File: src/rtl/asrm_subword_access_if.sv
// asrm_subword_access_if
//   Request/response and RAM-side bundle of the ASRM sub-word access unit.
//   slave  : the access unit (accepts requests, masters the RAM)
//   master : the address stage plus RAM model that drive it
//   Signals: req_* (request handshake), resp_* (completion pulse),
//            pop_offset (byte width of the latched access),
//            ram_* (single-port synchronous RAM, read data one cycle after ram_en).
interface asrm_subword_access_if #(
  parameter int wordsize = 16,
  parameter int addrsize = 16
);
  localparam int LB = $clog2(wordsize / 8);

  logic                     req_valid;
  logic                     req_ready;
  logic                     req_write;
  logic [1:0]               req_size;
  logic                     req_signed;
  logic [addrsize-1:0]      req_addr;
  logic [wordsize-1:0]      req_wdata;
  logic                     resp_valid;
  logic                     resp_error;
  logic [wordsize-1:0]      resp_rdata;
  logic [5:0]               pop_offset;
  logic                     ram_en;
  logic                     ram_we;
  logic [addrsize-LB-1:0]   ram_addr;
  logic [wordsize-1:0]      ram_wdata;
  logic [wordsize-1:0]      ram_rdata;

  modport slave (
    input  req_valid, req_write, req_size, req_signed, req_addr, req_wdata, ram_rdata,
    output req_ready, resp_valid, resp_error, resp_rdata, pop_offset,
           ram_en, ram_we, ram_addr, ram_wdata
  );

  modport master (
    output req_valid, req_write, req_size, req_signed, req_addr, req_wdata, ram_rdata,
    input  req_ready, resp_valid, resp_error, resp_rdata, pop_offset,
           ram_en, ram_we, ram_addr, ram_wdata
  );
endinterface

File: src/rtl/asrm_subword_access.sv
// asrm_subword_access
//   Sequential sub-word load/store unit in front of a single-port synchronous RAM.
//   Full-word, 32-, 16- and 8-bit accesses at any naturally aligned byte lane;
//   sub-word stores are merged by read-modify-write. Misaligned requests complete
//   with resp_error and touch no RAM.
//   Ports:
//     clk   - rising-edge clock
//     reset - asynchronous, active-high; aborts any access in flight
//     bus   - asrm_subword_access_if.slave (request, response, RAM side)
//   Optional feature macro: REDUCED_SIGN_EXTEND_EN (sign-extend narrow loads
//   when req_signed is set; zero extension otherwise).
//   addrsize is assumed to be at least 6 bits.
module asrm_subword_access #(
  parameter int wordsize = 16,
  parameter int addrsize = 16
) (
  input  logic                      clk,
  input  logic                      reset,
  asrm_subword_access_if.slave      bus
);
  localparam int WB = wordsize / 8;
  localparam int LB = $clog2(WB);

  typedef enum logic [2:0] {IDLE, RD, CAP, WR, RESP} state_t;

  state_t                r_state;
  logic                  r_write;
  logic [5:0]            r_bytes;
  logic [addrsize-1:0]   r_addr;
  logic [wordsize-1:0]   r_wdata;   // store data, replaced by the merged word in CAP
  logic [wordsize-1:0]   r_rdata;
  logic                  r_err;

  // Request decode: access bytes, clamped to the word so oversize requests act as full word
  logic [5:0]            w_req_bytes;
  logic [5:0]            w_bytes;
  logic [5:0]            w_off;
  logic                  w_misal;

  always_comb begin
    case (bus.req_size)
      2'b01:   w_req_bytes = 6'd4;
      2'b10:   w_req_bytes = 6'd2;
      2'b11:   w_req_bytes = 6'd1;
      default: w_req_bytes = 6'(WB);
    endcase
    w_bytes = (w_req_bytes >= 6'(WB)) ? 6'(WB) : w_req_bytes;
  end

  assign w_off   = 6'(bus.req_addr & addrsize'(WB - 1));
  assign w_misal = (w_off & (w_bytes - 6'd1)) != 6'd0;

  // Lane datapath on the latched request
  logic [5:0]            w_roff;
  logic [8:0]            w_sh;
  logic [wordsize-1:0]   w_lmask;
  logic [wordsize-1:0]   w_lane;
  logic [wordsize-1:0]   w_ext;
  logic [wordsize-1:0]   w_merge;

  assign w_roff  = 6'(r_addr & addrsize'(WB - 1));
  assign w_sh    = {w_roff, 3'b000};
  // Shifting by the full word width yields 0, so a full-word access gets an all-ones mask
  assign w_lmask = ~({wordsize{1'b1}} << {r_bytes, 3'b000});
  assign w_lane  = (bus.ram_rdata >> w_sh) & w_lmask;
  assign w_merge = (bus.ram_rdata & ~(w_lmask << w_sh)) | ((r_wdata & w_lmask) << w_sh);

`ifdef REDUCED_SIGN_EXTEND_EN
  logic                  r_signed;
  logic                  w_msb;
  // Top bit of the lane is the one mask bit whose upper neighbour is clear
  assign w_msb = |(w_lane & w_lmask & ~(w_lmask >> 1));
  assign w_ext = (r_signed && w_msb) ? (w_lane | ~w_lmask) : w_lane;
`else
  logic                  w_unused_signed;
  assign w_unused_signed = bus.req_signed;
  assign w_ext = w_lane;
`endif

  always_ff @(posedge clk or posedge reset) begin
    if (reset) begin
      r_state <= IDLE;
      r_write <= 1'b0;
      r_bytes <= 6'(WB);
      r_addr  <= '0;
      r_wdata <= '0;
      r_rdata <= '0;
      r_err   <= 1'b0;
`ifdef REDUCED_SIGN_EXTEND_EN
      r_signed <= 1'b0;
`endif
    end else begin
      case (r_state)
        IDLE: if (bus.req_valid) begin
          r_write <= bus.req_write;
          r_bytes <= w_bytes;
          r_addr  <= bus.req_addr;
          r_wdata <= bus.req_wdata;
          r_rdata <= '0;
          r_err   <= w_misal;
`ifdef REDUCED_SIGN_EXTEND_EN
          r_signed <= bus.req_signed;
`endif
          if (w_misal)                                    r_state <= RESP;
          else if (bus.req_write && w_bytes == 6'(WB))    r_state <= WR;
          else                                            r_state <= RD;
        end
        RD:   r_state <= CAP;
        CAP: begin
          if (r_write) begin
            r_wdata <= w_merge;
            r_state <= WR;
          end else begin
            r_rdata <= w_ext;
            r_state <= RESP;
          end
        end
        WR:      r_state <= RESP;
        RESP:    r_state <= IDLE;
        default: r_state <= IDLE;
      endcase
    end
  end

  // All outputs decode from registers only; reset drops ram_en/ram_we immediately
  assign bus.req_ready  = (r_state == IDLE);
  assign bus.resp_valid = (r_state == RESP);
  assign bus.resp_error = r_err;
  assign bus.resp_rdata = r_rdata;
  assign bus.pop_offset = r_bytes;
  assign bus.ram_en     = (r_state == RD) || (r_state == WR);
  assign bus.ram_we     = (r_state == WR);
  assign bus.ram_addr   = r_addr[addrsize-1:LB];
  assign bus.ram_wdata  = r_wdata;
endmodule

File: src/flat_wrapper.sv
// flat-port wrapper written by rule: the top's interface ports become plain ports
module asrm_subword_access_flat 
#(
  parameter int wordsize = 16,
  parameter int addrsize = 16
)
  (clk, reset, bus_req_valid, bus_req_write, bus_req_size, bus_req_signed, bus_req_addr, bus_req_wdata, bus_ram_rdata, bus_req_ready, bus_resp_valid, bus_resp_error, bus_resp_rdata, bus_pop_offset, bus_ram_en, bus_ram_we, bus_ram_addr, bus_ram_wdata);
  asrm_subword_access_if #(.wordsize(wordsize), .addrsize(addrsize)) bus_i ();
  input  logic clk;
  input  logic reset;
  input wire logic [$bits(bus_i.req_valid)-1:0] bus_req_valid;
  input wire logic [$bits(bus_i.req_write)-1:0] bus_req_write;
  input wire logic [$bits(bus_i.req_size)-1:0] bus_req_size;
  input wire logic [$bits(bus_i.req_signed)-1:0] bus_req_signed;
  input wire logic [$bits(bus_i.req_addr)-1:0] bus_req_addr;
  input wire logic [$bits(bus_i.req_wdata)-1:0] bus_req_wdata;
  input wire logic [$bits(bus_i.ram_rdata)-1:0] bus_ram_rdata;
  output wire logic [$bits(bus_i.req_ready)-1:0] bus_req_ready;
  output wire logic [$bits(bus_i.resp_valid)-1:0] bus_resp_valid;
  output wire logic [$bits(bus_i.resp_error)-1:0] bus_resp_error;
  output wire logic [$bits(bus_i.resp_rdata)-1:0] bus_resp_rdata;
  output wire logic [$bits(bus_i.pop_offset)-1:0] bus_pop_offset;
  output wire logic [$bits(bus_i.ram_en)-1:0] bus_ram_en;
  output wire logic [$bits(bus_i.ram_we)-1:0] bus_ram_we;
  output wire logic [$bits(bus_i.ram_addr)-1:0] bus_ram_addr;
  output wire logic [$bits(bus_i.ram_wdata)-1:0] bus_ram_wdata;
  assign bus_i.req_valid = bus_req_valid;
  assign bus_i.req_write = bus_req_write;
  assign bus_i.req_size = bus_req_size;
  assign bus_i.req_signed = bus_req_signed;
  assign bus_i.req_addr = bus_req_addr;
  assign bus_i.req_wdata = bus_req_wdata;
  assign bus_i.ram_rdata = bus_ram_rdata;
  assign bus_req_ready = bus_i.req_ready;
  assign bus_resp_valid = bus_i.resp_valid;
  assign bus_resp_error = bus_i.resp_error;
  assign bus_resp_rdata = bus_i.resp_rdata;
  assign bus_pop_offset = bus_i.pop_offset;
  assign bus_ram_en = bus_i.ram_en;
  assign bus_ram_we = bus_i.ram_we;
  assign bus_ram_addr = bus_i.ram_addr;
  assign bus_ram_wdata = bus_i.ram_wdata;
  asrm_subword_access #(.wordsize(wordsize), .addrsize(addrsize)) u_core (.clk(clk), .reset(reset), .bus(bus_i));
endmodule
File: config.mk
export PLATFORM = sky130hd
export DESIGN_NAME = asrm_subword_access_flat
export DESIGN_NICKNAME = d
export VERILOG_FILES = /design/src/rtl/asrm_subword_access_if.sv /design/src/rtl/asrm_subword_access.sv /design/src/flat_wrapper.sv
export SDC_FILE = /design/constraint.sdc
export NUM_CORES = 1
export LEC_CHECK = 0
export BUFFER_PORTS_ARGS = -buffer_cell sky130_fd_sc_hd__buf_2
export CAP_MARGIN = 10
export CORE_UTILIZATION = 40
export DETAILED_ROUTE_END_ITERATION = 12
export GPL_TIMING_DRIVEN = 0
export PLACE_DENSITY = 0.74
export SLEW_MARGIN = 20
export SYNTH_ARGS = -nofsm -noshare
export SYNTH_HDL_FRONTEND = slang
export SYNTH_SLANG_ARGS = --single-unit
File: constraint.sdc
create_clock -name clk -period 2.6 [get_ports clk]
set_input_delay 0 -clock clk [delete_from_list [all_inputs] [get_ports clk]]
set_output_delay 0 -clock clk [all_outputs]
set_load 0.01 [all_outputs]
==> results of run 1 <==
-- flip-flops by register name, summed over array words and instances (netlist names) --
| name | flops |
|---|---|
| u_core.r_addr | 16 |
| u_core.bus.ram_wdata | 16 |
| u_core.bus.resp_rdata | 16 |
| u_core.bus.pop_offset | 3 |
| u_core.r_state | 3 |
| u_core.r_write | 1 |
| u_core.bus.resp_error | 1 |
-- worst max-delay path, cell delays in order, from the launching register on --
cell and delay [ps]:
dfrtp_1 470, or2_2 360, nor2_1 130, clkbuf_1 350, nor2_1 90, a31oi_1 140, dlygate4sd3_1 560
-- cell usage in the layout, fill, tap and decap left out, drive strengths merged --
master	instances
dlygate4sd3	36
or3	2
nand2	63
clkinvlp	1
nor3	3
a21oi	10
dfstp	1
nand4b	1
a211oi	1
nor3b	1
nand2b	2
and2	5
or3b	1
a31oi	1
a32o	1
inv	3
or2	1
a221oi	9
nor2b	3
a2bb2oi	8
mux2i	16
and2b	1
conb	3
nor2	18
o22ai	8
buf	133
o21ai	22
dfrtp	55
clkbuf	14
a22o	15
-- through the flow --
stage	setup slack [ps]	cells
floorplan	951	286
global placement	519	474
detailed placement	618	474
CTS	443	518
global route	309	518
finish	444	518
-- cells in the mapped netlist, types with 8 or more instances --
master     instances  area [sq um]
nand2_1           63           236
dfrtp_1           55          1380
buf_4             18           135
nor2_1            18          67.6
mux2i_1           16           160
a22o_1            15           131
o21ai_0           11          55.1
a21oi_1           10          50.1
a221oi_1           9          78.8
a2bb2oi_1          8          70.1
clkbuf_1           8          30.0
o21ai_2            8          70.1
o22ai_1            8          50.1
-- repair_timing --
| item | 4_1_cts | 5_1_grt |
|---|---|---|
| hold endpoints to repair | 89 | 0 |
| endpoints found under the setup margin | 0 | 0 |
| hold buffers | 36 | 0 |
-- cell families after synthesis --
group | count (synthesis) | share of synthesized area
simple gates | 101 | 0.161
compound gates | 75 | 0.195
flops | 56 | 0.503
buf+inv | 35 | 0.0830
mux | 16 | 0.0574
other cells | 1 | 0.00134
-- power groups by stage --
stage / clock network (mW) / logic [mW] / registers (mW)
2_1_floorplan: 0 / 1.46 / 1.60
3_3_place_gp: 0 / 2.20 / 1.55
3_5_place_dp: 0 / 2.26 / 1.56
4_1_cts: 0.551 / 2.32 / 1.55
5_1_grt: 0.574 / 2.54 / 1.61
6_report: 0.537 / 2.33 / 1.56
-- layer usage --
metal / global-route usage / vias up
li1: - / 1284
met4: 0.0636 / 0
met5: 0 / -
met1: 0.280 / 1289
met2: 0.398 / 134
met3: 0.0568 / 11
-- area by class of cell --
type / count / area [sq um]
Buffer: 33 / 224
Clock buffer: 6 / 82.6
Clock inverter: 2 / 18.8
Fill cell: 604 / 2850
Inverter: 2 / 10.0
Multi-Input combinational cell: 195 / 1160
Sequential cell: 56 / 1400
Tap cell: 80 / 100
Timing Repair Buffer: 144 / 901
-- worst paths after layout --
path,endpoint,cells past startpoint,slack (ps),start
worst max-delay path,u_core.bus.pop_offset[1],6,440,u_core.r_state[2]
worst min-delay path,u_core.bus.resp_rdata[5],3,7,bus_ram_rdata[5]
worst max register to register,u_core.bus.pop_offset[1],6,440,u_core.r_state[2]
worst min register to register,u_core.r_addr[12],2,490,u_core.r_addr[12]
max in group asynchronous,u_core.bus.ram_wdata[13],3,1790,reset
min in group asynchronous,u_core.r_addr[5],3,340,reset
==> insert_results.sql, run 1 <==
INSERT INTO impl_metrics (metric_group, metric, value, unit) VALUES
('status', 'status', 'finished, final reports clean', ''),
('final_layout', 'core_occupancy_in_the_finished_layout', '0.578', ''),
('sta', 'timing.setup.tns', '0', 'ps'),
('place', 'post_place_instance_area', '3440', 'sq um'),
('yosys', 'async_reset_ff_frac', '1.00', ''),
('power_and_ir_drop', 'clock_power_share', '0.121', ''),
('power_and_ir_drop', 'cellPowerDensity', '1130', 'nW/um^2'),
('sta', 'maxClockFrequency', '464', 'MHz'),
('final_layout', 'number_of_nets_at_the_end_of_the_flow', '492', ''),
('route', 'wl_met3', '612', 'um'),
('sta', 'clock-skew-final', '10.9', 'ps'),
('clocking', 'clk_transition_reported_paths', '110', 'ps'),
('floorplanning', 'dieArea', '7310', 'sq um'),
('route', 'wirelength_met1', '3460', 'um'),
('global_route', 'grt_first_pass_wirelength', '12900', 'um'),
('sta', 'grt_setup_unrepaired', 'no', ''),
('sta', 'drv_slew', '0', ''),
('setup_path', 'critPathKind', 'flop to flop', ''),
('global_route', 'grt_overflow', '0', ''),
('clocking', 'cts-root-to-sink-buffers', '2', ''),
('route', 'maxUsedRoutingLayer', 'met4', ''),
('route', 'wire_per_inst', '15.8', 'um'),
('sta', 'finalHoldWorstSlack', '6.96', 'ps'),
('yosys', 'synth_edf_count', '0', ''),
('global_route', 'global_route.usage.total', '0.228', ''),
('yosys', 'netlist-cell-type-count', '35', ''),
('route', 'drcViolationCount', '0', ''),
('clocking', 'post-cts-setup-buffers', '0', ''),
('sta', 'hold_violations', '0', ''),
('route', 'dr_total_vias', '2718', ''),
('route', 'number_of_violations_reported_at_the_end_of_detailed_routing_iteration_0', '149', ''),
('clocking', 'tritoncts_clock_tree', 'yes', ''),
('yosys', 'synth.cell_area', '2790', 'sq um'),
('route', 'drt_wl_total', '8200', 'um'),
('floorplanning', 'initial_cell_density_of_the_core', '0.413', ''),
('clocking', 'clock-sinks', '56', ''),
('setup_path', 'worst_ep_arrival_time', '2430', 'ps'),
('route', 'drt.antenna.violating_nets', '0', ''),
('route', 'met2RoutedLength', '4020', 'um'),
('floorplanning', 'die_height', '85.5', 'um'),
('floorplanning', 'core', '6760', 'sq um'),
('flow_run', 'maxCapViolations', '0', ''),
('global_route', 'antenna_found_initial', '0', ''),
('clocking', 'cts_resized', '0', ''),
('clocking', 'root_buffer_cell', 'clkbuf_8', ''),
('clocking', 'insertion_delay', '320', 'ps'),
('power_and_ir_drop', 'power_switching', '1.87', 'mW'),
('global_route', 'grt_start_max_net_pins', '57', ''),
('power_and_ir_drop', 'combinational_cell_fraction_of_total_power', '0.526', ''),
('yosys', 'syn-mean-instance-area', '9.82', 'sq um'),
('final_layout', 'diodes', '0', ''),
('route', 'dr.pass1.iters', '4', ''),
('yosys', 'synth-seq-cells', '56', ''),
('power_and_ir_drop', 'post_layout_total_power', '4.43', 'mW'),
('floorplanning', 'placementRows', '30', ''),
('clocking', 'cts-buffers-inserted', '5', ''),
('route', 'viasPerCell', '5.25', ''),
('floorplanning', 'die_x', '85.5', 'um'),
('place', 'place.detailed.hpwl', '5520', 'um'),
('place', 'io_buffers', '108', ''),
('power_and_ir_drop', 'seq_power_share', '0.353', ''),
('setup_path', 'critical_path.max_fanout', '10', ''),
('power_and_ir_drop', 'leakage', '2.01', 'nW'),
('clocking', 'deepest_level_of_the_cts_h_tree', '2', ''),
('yosys', 'netlist_instances', '284', ''),
('setup_path', 'worst_setup_ep_type', 'flop', ''),
('setup_path', 'setup.worst_path.start_class', 'flop', ''),
('final_layout', 'syn2layout_area_growth', '39.9', '%'),
('yosys', 'synth.yosys.seq_area_share', '0.503', ''),
('sta', 'timing.final.crit_share', '0.829', ''),
('power_and_ir_drop', 'vdd.ir_drop.worst', '0.573', 'mV'),
('min_path', 'min_path_type', 'input port to flop', ''),
('global_route', 'vias_in_the_first_global_route', '2762', ''),
('power_and_ir_drop', 'internal_power_of_the_cells', '2.56', 'mW'),
('floorplanning', 'ioPinCount', '113', ''),
('sta', 'setup_violations', '0', ''),
('final_layout', 'drive_above_1_share', '0.356', ''),
('final_layout', 'fin_area', '3900', 'sq um'),
('setup_path', 'worst_ep_required_time', '2870', 'ps'),
('place', 'place_congestion', '0.886', ''),
('power_and_ir_drop', 'switching_share', '0.421', ''),
('yosys', 'yosys_warnings', '0', ''),
('sta', 'finalCriticalPeriod', '2160', 'ps'),
('sta', 'tightest_slew', '892', 'ps'),
('yosys', 'yosys_most_used_dff', 'dfrtp_1', ''),
('sta', 'slew_headroom', '0.402', '');
No activity file was read; power rests on OpenSTA's default activity.
==> run 2, diff against run 1 <==
clock period = 2 ns   (was 2.6 ns; I/O delays follow)
==> insert_results.sql, run 2 (synthesis results as in run 1) <==
INSERT INTO impl_metrics (metric_group, metric, value, unit) VALUES
('route', 'drt.antenna.violating_nets', '0', ''),
('final_layout', 'diodes', '0', ''),
('power_and_ir_drop', 'internal_power_of_the_cells', '3.33', 'mW'),
('sta', 'grt_setup_unrepaired', 'yes', ''),
('clocking', 'cts-root-to-sink-buffers', '2', ''),
('sta', 'drv_slew', '0', ''),
('sta', 'tightest_slew', '903', 'ps'),
('sta', 'hold_violations', '0', ''),
('floorplanning', 'core', '6760', 'sq um'),
('clocking', 'deepest_level_of_the_cts_h_tree', '2', ''),
('setup_path', 'worst_setup_ep_type', 'flop', ''),
('power_and_ir_drop', 'power_switching', '2.43', 'mW'),
('route', 'met2RoutedLength', '4080', 'um'),
('clocking', 'tritoncts_clock_tree', 'yes', ''),
('power_and_ir_drop', 'vdd.ir_drop.worst', '0.790', 'mV'),
('sta', 'clock-skew-final', '11.7', 'ps'),
('route', 'maxUsedRoutingLayer', 'met4', ''),
('status', 'status', 'finished, final reports clean', ''),
('global_route', 'grt_overflow', '0', ''),
('setup_path', 'setup.worst_path.start_class', 'flop', ''),
('setup_path', 'worst_ep_arrival_time', '2110', 'ps'),
('route', 'drcViolationCount', '0', ''),
('power_and_ir_drop', 'combinational_cell_fraction_of_total_power', '0.526', ''),
('clocking', 'cts-buffers-inserted', '5', ''),
('floorplanning', 'ioPinCount', '113', ''),
('global_route', 'antenna_found_initial', '0', ''),
('floorplanning', 'placementRows', '30', ''),
('final_layout', 'layout.filler_cells', '601', ''),
('min_path', 'min_path_type', 'input port to flop', ''),
('power_and_ir_drop', 'cellPowerDensity', '1480', 'nW/um^2'),
('setup_path', 'critPathKind', 'flop to flop', ''),
('setup_path', 'critical-path-slowest-cell', 'o21ai_1', ''),
('power_and_ir_drop', 'switching_share', '0.422', ''),
('floorplanning', 'die_height', '85.5', 'um'),
('clocking', 'clk_transition_reported_paths', '110', 'ps'),
('place', 'place.detailed.hpwl', '5520', 'um'),
('sta', 'slew_headroom', '0.394', ''),
('setup_path', 'critPathMaxStageDelay', '550', 'ps'),
('power_and_ir_drop', 'clock_power_share', '0.120', ''),
('global_route', 'grt_start_max_net_pins', '57', ''),
('route', 'wirelength_met1', '3390', 'um'),
('final_layout', 'mostFrequentLayoutCell', 'buf_2', ''),
('floorplanning', 'dieArea', '7310', 'sq um'),
('setup_path', 'critical_path.max_fanout', '10', ''),
('final_layout', 'mostFrequentLayoutCells', '110 x buf_2, 63 x nand2_1, 55 x dfrtp_1', ''),
('place', 'place_inst', '474', ''),
('route', 'dr.pass1.iters', '4', ''),
('final_layout', 'drive_above_1_share', '0.364', ''),
('power_and_ir_drop', 'seq_power_share', '0.353', ''),
('route', 'drt_wl_total', '8170', 'um'),
('route', 'number_of_violations_reported_at_the_end_of_detailed_routing_iteration_0', '167', ''),
('clocking', 'clock-sinks', '56', ''),
('clocking', 'insertion_delay', '320', 'ps'),
('final_layout', 'regArea', '1400', 'sq um'),
('power_and_ir_drop', 'leakage', '2.01', 'nW'),
('route', 'wl_met3', '597', 'um'),
('sta', 'setup_violations', '0', ''),
('final_layout', 'syn2layout_area_growth', '40.0', '%'),
('sta', 'timing.final.crit_share', '0.945', ''),
('route', 'dr_total_vias', '2736', ''),
('setup_path', 'crit_path_frequent_cell', 'nor2b_1', ''),
('floorplanning', 'die_x', '85.5', 'um'),
('final_layout', 'fin_area', '3910', 'sq um'),
('sta', 'maxClockFrequency', '529', 'MHz'),
('place', 'place_congestion', '0.886', ''),
('setup_path', 'timing.critical_path.cells', 'buf_2 -> nor2b_1 -> o21ai_1 -> nor2b_1 -> clkbuf_1 -> a22o_1', ''),
('global_route', 'global_route.usage.total', '0.227', ''),
('clocking', 'root_buffer_cell', 'clkbuf_8', ''),
('final_layout', 'count_of_non_filler_cells_in_the_finished_layout', '517', ''),
('sta', 'timing.setup.tns', '0', 'ps'),
('place', 'io_buffers', '108', ''),
('floorplanning', 'initial_cell_density_of_the_core', '0.413', ''),
('global_route', 'vias_in_the_first_global_route', '2750', ''),
('route', 'wire_per_inst', '15.8', 'um'),
('place', 'post_place_instance_area', '3440', 'sq um'),
('final_layout', 'number_of_nets_at_the_end_of_the_flow', '491', ''),
('route', 'viasPerCell', '5.29', ''),
('final_layout', 'multi_input_logic_area', '1180', 'sq um'),
('sta', 'finalCriticalPeriod', '1890', 'ps'),
('flow_run', 'maxCapViolations', '0', ''),
('global_route', 'grt_first_pass_wirelength', '12900', 'um'),
('setup_path', 'worst_ep_required_time', '2220', 'ps');
[run 2: cell count changes in the layout (fill, tap and decap cells not counted), sizes merged]
cell and change:
dlygate4sd3 -1
[run 2: metrics by stage]
step	setup slack (ps)	utilization	total power, mW	hold WS, ps
5_1_grt	-1.44	0.578	6.15	1.11
2_1_floorplan	351	-	3.98	62.2
4_1_cts	26.6	0.576	5.74	0.887
3_3_place_gp	-81.4	0.509	4.88	161
6_report	110	0.578	5.76	6.17
3_5_place_dp	18.3	0.509	4.97	165
[run 2: path summary, 6_finish.rpt]
path / startpoint / endpoint / slack, ps / cells past startpoint
min in group asynchronous: reset / u_core.r_addr[5] / 340 / 3
max reg2reg: u_core.r_state[1] / u_core.bus.resp_rdata[9] / 110 / 6
min reg2reg: u_core.r_addr[12] / u_core.r_addr[12] / 490 / 2
max in group asynchronous: reset / u_core.bus.ram_wdata[12] / 1190 / 3
min: bus_ram_rdata[5] / u_core.bus.resp_rdata[5] / 6 / 3
max: u_core.r_state[1] / u_core.bus.resp_rdata[9] / 110 / 6
[run 2: per-layer routing]
metal | track usage | vias to the layer above
met1 | 0.277 | 1316
met5 | 0 | -
li1 | - | 1281
met2 | 0.400 | 130
met4 | 0.0636 | 0
met3 | 0.0549 | 9
[run 2: power by group through the flow]
stage	clock network [mW]	logic [mW]	registers (mW)
2_1_floorplan	0	1.90	2.08
3_3_place_gp	0	2.87	2.01
3_5_place_dp	0	2.93	2.03
4_1_cts	0.716	3.00	2.02
5_1_grt	0.745	3.31	2.09
6_report	0.693	3.03	2.04
[run 2: area by class of cell]
type / count / area share
sequential: 56 / 0.359
multi-input combinational: 195 / 0.301
timing repair buffer: 143 / 0.228
buffer: 33 / 0.0577
tap: 80 / 0.0256
clock buffer: 6 / 0.0211
clock inverter: 2 / 0.00480
inverter: 2 / 0.00256
[run 2: critical path: cells and delay by family (launching register included)]
| family | cells | cell delay (ps) |
|---|---|---|
| AOI/OAI and AO/OA | 2 | 780 |
| DFF | 1 | 390 |
| buffers and inverters | 2 | 390 |
| and+or+nand+nor | 2 | 240 |
[run 2: repair_timing]
action | in CTS | in global routing
endpoints found under the hold margin | 89 | 0
buffers inserted | 0 | 0
endpoints found under the setup margin | 1 | 8
hold buffers | 35 | 0
gates cloned | 0 | 0
resized for setup | 1 | 4
==> run 3, diff against run 2 <==
CORE_UTILIZATION = 48   (was 40)
PLACE_DENSITY = 0.86   (was 0.74)
==> insert_results.sql, run 3 (synthesis results as in run 1) <==
INSERT INTO impl_metrics (metric_group, metric, value, unit) VALUES
('setup_path', 'critical_path.max_fanout', '10', ''),
('setup_path', 'setup.worst_path.start_class', 'flop', ''),
('power_and_ir_drop', 'leakage', '2.00', 'nW'),
('route', 'wire_per_inst', '15.3', 'um'),
('clocking', 'cts-root-to-sink-buffers', '2', ''),
('sta', 'timing.final.crit_share', '0.928', ''),
('final_layout', 'core_occupancy_in_the_finished_layout', '0.703', ''),
('route', 'viasPerCell', '5.31', ''),
('global_route', 'grt_start_max_net_pins', '57', ''),
('clocking', 'root_buffer_cell', 'clkbuf_8', ''),
('clocking', 'tritoncts_clock_tree', 'yes', ''),
('sta', 'tightest_slew', '691', 'ps'),
('setup_path', 'critPathKind', 'flop to flop', ''),
('setup_path', 'critPathMaxStageDelay', '440', 'ps'),
('place', 'place.detailed.hpwl', '5240', 'um'),
('power_and_ir_drop', 'vdd.ir_drop.worst', '0.833', 'mV'),
('final_layout', 'drive_above_1_share', '0.371', ''),
('setup_path', 'timing.critical_path.cells', 'buf_2 -> nor2b_1 -> o21ai_1 -> nor2_2 -> a2bb2oi_1', ''),
('sta', 'slew_headroom', '0.536', ''),
('final_layout', 'diodes', '0', ''),
('setup_path', 'worst_setup_ep_type', 'flop', ''),
('floorplanning', 'die_x', '78.2', 'um'),
('place', 'io_buffers', '108', ''),
('final_layout', 'mostFrequentLayoutCell', 'buf_2', ''),
('floorplanning', 'ioPinCount', '113', ''),
('floorplanning', 'placementRows', '27', ''),
('global_route', 'global_route.usage.total', '0.269', ''),
('power_and_ir_drop', 'cellPowerDensity', '1460', 'nW/um^2'),
('route', 'drt.antenna.violating_nets', '0', ''),
('global_route', 'grt_first_pass_wirelength', '12900', 'um'),
('global_route', 'grt_overflow', '0', ''),
('sta', 'hold_violations', '3', ''),
('sta', 'clock-skew-final', '10.2', 'ps'),
('clocking', 'clk_transition_reported_paths', '110', 'ps'),
('final_layout', 'mostFrequentLayoutCells', '110 x buf_2, 63 x nand2_1, 55 x dfrtp_1', ''),
('floorplanning', 'dieArea', '6120', 'sq um'),
('sta', 'setup_violations', '0', ''),
('sta', 'finalHoldWorstSlack', '-2.41', 'ps'),
('place', 'place_inst', '466', ''),
('route', 'drcViolationCount', '0', ''),
('route', 'drt_wl_total', '7790', 'um'),
('route', 'dr_total_vias', '2703', ''),
('setup_path', 'crit_startpoint', 'u_core.r_state[1]', ''),
('flow_run', 'maxCapViolations', '0', ''),
('place', 'place_congestion', '0.866', ''),
('place', 'pre_cts_ws', '14.7', 'ps'),
('setup_path', 'reg2reg_from', 'u_core.r_state[1]', ''),
('setup_path', 'regToRegEndpoint', 'u_core.bus.ram_wdata[5]', ''),
('setup_path', 'worst_ep_arrival_time', '2090', 'ps'),
('clocking', 'cts-buffers-inserted', '5', ''),
('clocking', 'insertion_delay', '320', 'ps'),
('status', 'failing_checks', 'negative hold slack', ''),
('setup_path', 'critical-path-slowest-cell', 'nor2_2', ''),
('setup_path', 'worst-r2r-setup-slack', '140', 'ps'),
('clocking', 'clock-sinks', '56', ''),
('final_layout', 'count_of_non_filler_cells_in_the_finished_layout', '509', ''),
('status', 'status', 'finished with violations', ''),
('global_route', 'antenna_found_initial', '0', ''),
('final_layout', 'number_of_nets_at_the_end_of_the_flow', '491', ''),
('sta', 'worst_setup_margin', '144', 'ps'),
('route', 'number_of_violations_reported_at_the_end_of_detailed_routing_iteration_0', '210', ''),
('power_and_ir_drop', 'post_layout_total_power', '5.70', 'mW'),
('clocking', 'post-cts-setup-buffers', '0', ''),
('global_route', 'vias_in_the_first_global_route', '2684', ''),
('sta', 'maxClockFrequency', '539', 'MHz'),
('setup_path', 'critical_path.endpoint', 'u_core.bus.ram_wdata[5]', ''),
('floorplanning', 'die_height', '78.2', 'um'),
('sta', 'grt_setup_unrepaired', 'yes', ''),
('route', 'dr.pass1.iters', '5', ''),
('sta', 'drv_slew', '0', ''),
('sta', 'finalCriticalPeriod', '1860', 'ps'),
('setup_path', 'worst_r2r_path_depth', '5', ''),
('final_layout', 'syn2layout_area_growth', '39.6', '%'),
('floorplanning', 'core', '5540', 'sq um'),
('min_path', 'min_path_type', 'input port to flop', ''),
('clocking', 'deepest_level_of_the_cts_h_tree', '2', ''),
('floorplanning', 'initial_cell_density_of_the_core', '0.504', ''),
('setup_path', 'worst_ep_required_time', '2230', 'ps');
==> run 3: final cells by class <==
type,instances,area [sq um]
tap,72,90.1
multi-input combinational,195,1190
clock buffer,5,68.8
sequential,56,1400
inverter,2,10.0
clock inverter,3,21.3
timing repair buffer,143,891
fill,422,1640
buffer,33,225
==> run 3: power breakdown <==
| group | total (mW) | internal (mW) | switching, mW | leakage [nW] |
|---|---|---|---|---|
| Combinational | 3.03 | 1.42 | 1.61 | 1.26 |
| Clock | 0.634 | 0.250 | 0.384 | 0.0445 |
| Sequential | 2.04 | 1.63 | 0.414 | 0.701 |
==> run 3: per-layer routing <==
metal	track usage	share of wire
met5	0	0
met4	0.0630	0.0083
met2	0.462	0.50
met3	0.0523	0.076
met1	0.349	0.42
==> run 3: worst min path at each step <==
stage,startpoint,end,slack (ps),depth (start not counted)
floorplan,bus_req_size[0],u_core.bus.pop_offset[1],60,1
global placement,bus_req_size[0],u_core.bus.pop_offset[1],160,2
detailed placement,reset,u_core.r_addr[6],160,2
CTS,bus_ram_rdata[4],u_core.bus.resp_rdata[4],1,3
global route,bus_ram_rdata[4],u_core.bus.resp_rdata[4],9,3
finish,bus_ram_rdata[4],u_core.bus.resp_rdata[4],-2,3
==> run 3: critical path, delay by kind of cell, from the launching register on <==
family | cells | cell delay, ps
simple gates | 2 | 720
buf+inv | 1 | 170
compound gates | 2 | 510
flops | 1 | 380
==> run 3: through the flow <==
step           instance area (sq um)  setup TNS, ps  hold WS, ps
2_1_floorplan                   2800              0         62.2
3_3_place_gp                    3430          -1870          163
3_5_place_dp                    3430              0          156
4_1_cts                         3870              0         1.44
5_1_grt                         3900          -9.27         9.49
6_report                        3900              0        -2.41
==> run 3: timing repair <==
| action | CTS | global route |
|---|---|---|
| resized for setup | 1 | 7 |
| cloned | 0 | 0 |
| endpoints found under the setup margin | 4 | 13 |
| hold endpoints to repair | 88 | 0 |
| hold buffers | 35 | 0 |
